<file path="config.mk">
export PLATFORM = sky130hd
export DESIGN_NAME = inst_fetch
export DESIGN_NICKNAME = d
export VERILOG_FILES = /design/src/rtl/inst_fetch_pkg.sv /design/src/rtl/inst_fetch_buf.sv /design/src/rtl/inst_fetch.sv
export SDC_FILE = /design/constraint.sdc
export NUM_CORES = 1
export LEC_CHECK = 0
export CORE_MARGIN = 2
export CORE_UTILIZATION = 40
export CTS_CLUSTER_DIAMETER = 200
export DETAILED_ROUTE_END_ITERATION = 6
export PLACE_DENSITY = 0.65
export SYNTH_ARGS = -nofsm -noshare
export SYNTH_HDL_FRONTEND = slang
export SYNTH_SLANG_ARGS = --single-unit
export TNS_END_PERCENT = 1
</file>
<file path="constraint.sdc">
create_clock -name CLK -period 2.6 [get_ports CLK]
set_input_delay 0.52 -clock CLK [delete_from_list [all_inputs] [get_ports CLK]]
set_output_delay 0.52 -clock CLK [all_outputs]
set_load 0.05 [all_outputs]
</file>
<file path="src/rtl/inst_fetch_pkg.sv">
// Shared types and constants for the instruction fetch unit.
package inst_fetch_pkg;

    localparam logic [31:0] NOP_INST         = 32'h0000_0013;
    localparam logic [31:0] PC_STEP          = 32'd4;
    localparam logic [31:0] RESET_PC_DEFAULT = 32'h0000_0000;

    typedef struct packed {
        logic [31:0] pc;
        logic [31:0] inst;
        logic        fault;
    } fetch_entry_t;

    typedef enum logic [0:0] {
        RUN  = 1'b0,
        HALT = 1'b1
    } fetch_state_t;

    // What decode sees when the buffer is empty.
    function automatic fetch_entry_t empty_entry();
        return '{pc: '0, inst: NOP_INST, fault: 1'b0};
    endfunction

endpackage

</file>
<file path="src/rtl/inst_fetch_buf.sv">
// Two-entry fetch buffer with push/pop/flush; entry 0 is always the head.
module fetch_buf
    import inst_fetch_pkg::*;
(
    input  logic         clk,
    input  logic         rst_n,
    input  logic         flush,
    input  logic         push,
    input  logic         pop,
    input  fetch_entry_t wr_data,
    output fetch_entry_t head,
    output logic [1:0]   count
);

    fetch_entry_t ent0_q, ent0_d;
    fetch_entry_t ent1_q, ent1_d;
    logic [1:0]   count_q, count_d;

    always_comb begin
        ent0_d  = ent0_q;
        ent1_d  = ent1_q;
        count_d = count_q;
        if (flush) begin
            count_d = '0;
        end else begin
            case ({push, pop})
                2'b10: begin
                    if (count_q == 2'd0) ent0_d = wr_data;
                    else                 ent1_d = wr_data;
                    count_d = count_q + 2'd1;
                end
                2'b01: begin
                    ent0_d  = ent1_q;
                    count_d = count_q - 2'd1;
                end
                2'b11: begin
                    // Simultaneous push/pop: shift up and refill behind the new head.
                    if (count_q == 2'd1) begin
                        ent0_d = wr_data;
                    end else begin
                        ent0_d = ent1_q;
                        ent1_d = wr_data;
                    end
                end
                default: ;
            endcase
        end
    end

    always_ff @(posedge clk or negedge rst_n) begin
        if (!rst_n) begin
            ent0_q  <= empty_entry();
            ent1_q  <= empty_entry();
            count_q <= '0;
        end else begin
            ent0_q  <= ent0_d;
            ent1_q  <= ent1_d;
            count_q <= count_d;
        end
    end

    assign head  = (count_q == 2'd0) ? empty_entry() : ent0_q;
    assign count = count_q;

endmodule

</file>
<file path="src/rtl/inst_fetch.sv">
// Instruction fetch unit: PC register, RUN/HALT control and redirect handling.
// Optional misaligned-redirect fault marker enabled by INST_FETCH_MISALIGN_CHK_EN.
module inst_fetch
    import inst_fetch_pkg::*;
#(
    parameter logic [31:0] RESET_PC = RESET_PC_DEFAULT
)
(
    input  logic        CLK,
    input  logic        RESET,
    output logic [31:0] PC,
    input  logic [31:0] INST_CODE,
    input  logic        REDIRECT,
    input  logic [31:0] REDIRECT_PC,
    output logic        IF_VALID,
    input  logic        IF_READY,
    output logic [31:0] IF_INST,
    output logic [31:0] IF_PC,
    output logic        IF_FAULT
);

    logic [31:0]  pc_q, pc_d;
    fetch_state_t state_q, state_d;

    logic         push, pop, flush;
    fetch_entry_t wr_data, head;
    logic [1:0]   count;

`ifdef INST_FETCH_MISALIGN_CHK_EN
    logic         fault_pend_q, fault_pend_d;
    logic [31:0]  fault_pc_q, fault_pc_d;
`endif

    assign pop = (count != 2'd0) && IF_READY;

    always_comb begin
        pc_d    = pc_q;
        state_d = state_q;
        flush   = 1'b0;
        push    = 1'b0;
        wr_data = '{pc: pc_q, inst: INST_CODE, fault: 1'b0};
`ifdef INST_FETCH_MISALIGN_CHK_EN
        fault_pend_d = 1'b0;
        fault_pc_d   = fault_pc_q;
`endif
        if (REDIRECT) begin
            flush   = 1'b1;
            pc_d    = {REDIRECT_PC[31:2], 2'b00};
            state_d = RUN;
`ifdef INST_FETCH_MISALIGN_CHK_EN
            fault_pend_d = (REDIRECT_PC[1:0] != 2'b00);
            fault_pc_d   = REDIRECT_PC;
`endif
        end else if (state_q == RUN) begin
`ifdef INST_FETCH_MISALIGN_CHK_EN
            // Buffer was flushed by the redirect, so the marker always fits.
            if (fault_pend_q) begin
                push    = 1'b1;
                wr_data = '{pc: fault_pc_q, inst: NOP_INST, fault: 1'b1};
                state_d = HALT;
            end else
`endif
            if ((count != 2'd2) || pop) begin
                push = 1'b1;
                pc_d = pc_q + PC_STEP;
            end
        end
    end

    always_ff @(posedge CLK or negedge RESET) begin
        if (!RESET) begin
            pc_q    <= RESET_PC;
            state_q <= RUN;
        end else begin
            pc_q    <= pc_d;
            state_q <= state_d;
        end
    end

`ifdef INST_FETCH_MISALIGN_CHK_EN
    always_ff @(posedge CLK or negedge RESET) begin
        if (!RESET) begin
            fault_pend_q <= 1'b0;
            fault_pc_q   <= '0;
        end else begin
            fault_pend_q <= fault_pend_d;
            fault_pc_q   <= fault_pc_d;
        end
    end

    assign IF_FAULT = head.fault;
`else
    logic unused_fault_bits;
    assign unused_fault_bits = ^{REDIRECT_PC[1:0], head.fault};
    assign IF_FAULT = 1'b0;
`endif

    fetch_buf u_buf (
        .clk     (CLK),
        .rst_n   (RESET),
        .flush   (flush),
        .push    (push),
        .pop     (pop),
        .wr_data (wr_data),
        .head    (head),
        .count   (count)
    );

    assign PC       = pc_q;
    assign IF_VALID = (count != 2'd0);
    assign IF_INST  = head.inst;
    assign IF_PC    = head.pc;

endmodule

</file>
==> impl_metrics.ini <==
[critical_path]
cp-end-kind = output pin
crit_chain = clkdlybuf4s50_1
slowest_delay_ns = 0.89
crit_required_ns = 2.08
arrival_ns = 1.91
critical_path.top_delay_family = buffers and inverters
crit_fanout = 11
slowest_stage = clkdlybuf4s50_1
worst-path-buf-inv = 1
startpoint_type = flop
crit_type = flop to output pin

[timing]
rsz0062_at_grt = false
skew_ns = 0.00653
setup_viol = 0
finalCriticalPeriod_ns = 2.43
fmax_ghz = 0.411
post-route-period-util = 0.936
tns_ns = 0
worst_slew_pin_slew_ns = 0.564
maxSlewViolCount = 0
relSlewSlack = 0.624
finalHoldViolations = 0

[yosys]
netlist_instances = 718
synth_cell_type_count = 48
netlist.area_leader.share = 0.495
ys.flop_type = dfrtp_1
synth_seq_cells = 157
yosysTopAreaCell = dfrtp_1
synth_seq_area_share = 0.516
netlist_area_sq_mm = 0.00763
synth_warnings = 0
avgSynthCellArea_sq_um = 10.6
async_reset_ff_frac = 1.00
synth_edf_count = 0
synth.top_cells.by_area = dfrtp_1, mux2_2, mux2i_1, nor2b_1, a21oi_1

[clock_tree]
cts.sinks = 157
numCtsBuffers = 17
htreeDepth = 4
cts_root_buf = clkbuf_16
tritoncts = built
ctsHoldBuffers = 0
clock_tree.buffer_depth = 2
cts.reportedPaths.clkPinSlew_ns = 0.06
insertion_delay_ns = 0.42

[layout]
nets = 947
area_delta_synth_final_pct = 33.6
drive_gt1_frac = 0.223
n_fill_cell = 1605
diodes = 0
fin_util = 0.545

[routing]
routed-wl-met2_mm = 8.34
wl_met3_um = 964
wl_met1_mm = 9.33
drt-pass1-iter-count = 4
highest_layer = met4
wire_per_inst_um = 16.9
routed_via_density = 5.25
num_vias = 5890
postRouteWirelength_mm = 18.9
drtIter0Drc = 299
drc = 0
drtAntennaViolNets = 0

[grt]
grt_pass1_wl_mm = 30.0
grt_pass1_vias = 5659
grt_max_degree = 62
antenna_found_initial = 0
grt_use_total = 0.190
overflow = 0

[floorplanning]
core_sq_mm = 0.0187
die_x_um = 142
dieArea_sq_mm = 0.0202
die_y_um = 142
initial_core_util = 0.408
fp-row-count = 50
ios = 166

[placement]
gp_congestion = 0.833
dp_hpwl_mm = 13.1
io_buffers = 160

[power_and_ir_drop]
power_leakage_nw = 4.53
pwr_density_cell_mw_per_mm2 = 1390
vdd_ir_drop_max_v = 0.000622

[outcome]
status = completed

[hold_path]
hp-class = primary input to async pin

[run]
cap_violations = 0
cell usage in the layout (no fill, tap or decap), types with 6 or more instances in the layout:
| cell | count |
|---|---|
| nor2_1 | 83 |
| clkinv_2 | 6 |
| dfstp_2 | 6 |
| dfrtp_1 | 151 |
| clkbuf_16 | 17 |
| a21oi_1 | 64 |
| o21ai_0 | 16 |
| mux2i_1 | 63 |
| a31oi_1 | 13 |
| or4_1 | 12 |
| nand3_1 | 12 |
| o2111ai_1 | 6 |
| nand2_1 | 31 |
| buf_12 | 15 |
| inv_1 | 7 |
| mux2_2 | 59 |
| o31ai_1 | 9 |
| buf_4 | 75 |
| nor2b_1 | 61 |
| clkdlybuf4s50_1 | 94 |
registers in the layout, summed over array words and instances, names as in the netlist:
name,count
u_buf.ent1_q,62
u_buf.ent0_q,63
PC,30
u_buf.count,2
through the flow:
| step | power [W] | cell area, sq um | hold slack [ns] | setup WS (ns) | std cells |
|---|---|---|---|---|---|
| finish | 0.0142 | 10200 | 0.0566 | 0.166 | 1122 |
| global route | 0.0149 | 10200 | 0.0886 | 0.0630 | 1122 |
| CTS | 0.0142 | 10200 | 0.0732 | 0.0122 | 1119 |
| detailed placement | 0.0117 | 9570 | 0.471 | 0.109 | 1087 |
| global placement | 0.0116 | 9570 | 0.464 | 0.157 | 1087 |
| floorplan | 0.00923 | 7640 | 0.224 | 0.252 | 720 |
routing by layer:
layer,up-vias,GRT usage
li1,2853,-
met1,2828,0.274
met2,187,0.291
met3,22,0.0384
met4,0,0.0568
met5,-,0
Yosys cell counts (2+ instances only):
library cell and count:
o31ai_1 9, buf_2 15, mux2i_1 63, dfstp_2 6
xor2_1 3, a311oi_1 2, nand4_1 5, and3_1 4
nor2_1 83, or2_2 5, buf_4 4, o31a_1 2
nand2_1 31, and4_1 3, buf_1 2, a2111oi_0 2
inv_1 7, ha_1 4, mux2_2 59, clkbuf_1 32
o311ai_0 5, dfrtp_1 151, nor2b_1 62, or3_1 3
a211oi_1 2, o21ai_0 16, a31oi_1 13, or4_1 12
xnor2_1 5, nand2b_1 3, o2111ai_1 7, o211ai_1 5
and2_1 2, nand3_1 12, nor4_1 2, a21oi_1 65
cell families after synthesis:
| logic type | count (synthesis) | synth area share |
|---|---|---|
| compound gates | 133 | 0.106 |
| flops | 157 | 0.516 |
| buf+inv | 62 | 0.0359 |
| mux | 122 | 0.170 |
| xor+xnor | 8 | 0.00918 |
| fa+ha+maj | 4 | 0.00656 |
| other cells | 1 | 0.000491 |
| simple gates | 231 | 0.156 |
where the power goes:
| part | switching [W] | internal, W | leakage (nW) |
|---|---|---|---|
| clock network | 0.000971 | 0.00153 | 0.297 |
| registers | 0.000580 | 0.00353 | 1.80 |
| logic | 0.00467 | 0.00290 | 2.43 |
path summary, 6_finish.rpt:
check | depth (start not counted) | start | slack, ns | to
worst min register to register | 2 | u_buf.ent1_q[62] | 0.48 | u_buf.ent1_q[62]
worst max register to register | 6 | u_buf.count[0] | 0.37 | u_buf.ent1_q[29]
worst max-delay path | 1 | PC[4] | 0.17 | PC[4]
max in group asynchronous | 2 | RESET | 1.82 | u_buf.ent1_q[2]
min in group CLK | 2 | u_buf.ent1_q[62] | 0.48 | u_buf.ent1_q[62]
worst min-delay path | 1 | RESET | 0.06 | u_buf.ent0_q[20]
timing repair:
item                       4_1_cts  5_1_grt
setup endpoints to repair       20       15
pin swaps                        0        1
cloned                           0        0
setup buffers                    0        3
resized for setup                6        0
area by class of cell:
class                           instances  area, sq um  share of cell area
Tap cell                              234          293              0.0287
Timing Repair Buffer                  190         1860               0.182
Sequential cell                       157         3940               0.386
Inverter                                8         30.0             0.00295
Clock inverter                         12          146              0.0144
Clock buffer                           20          447              0.0438
Multi-Input combinational cell        501         3480               0.341
No activity file was read; power rests on OpenSTA's default activity.
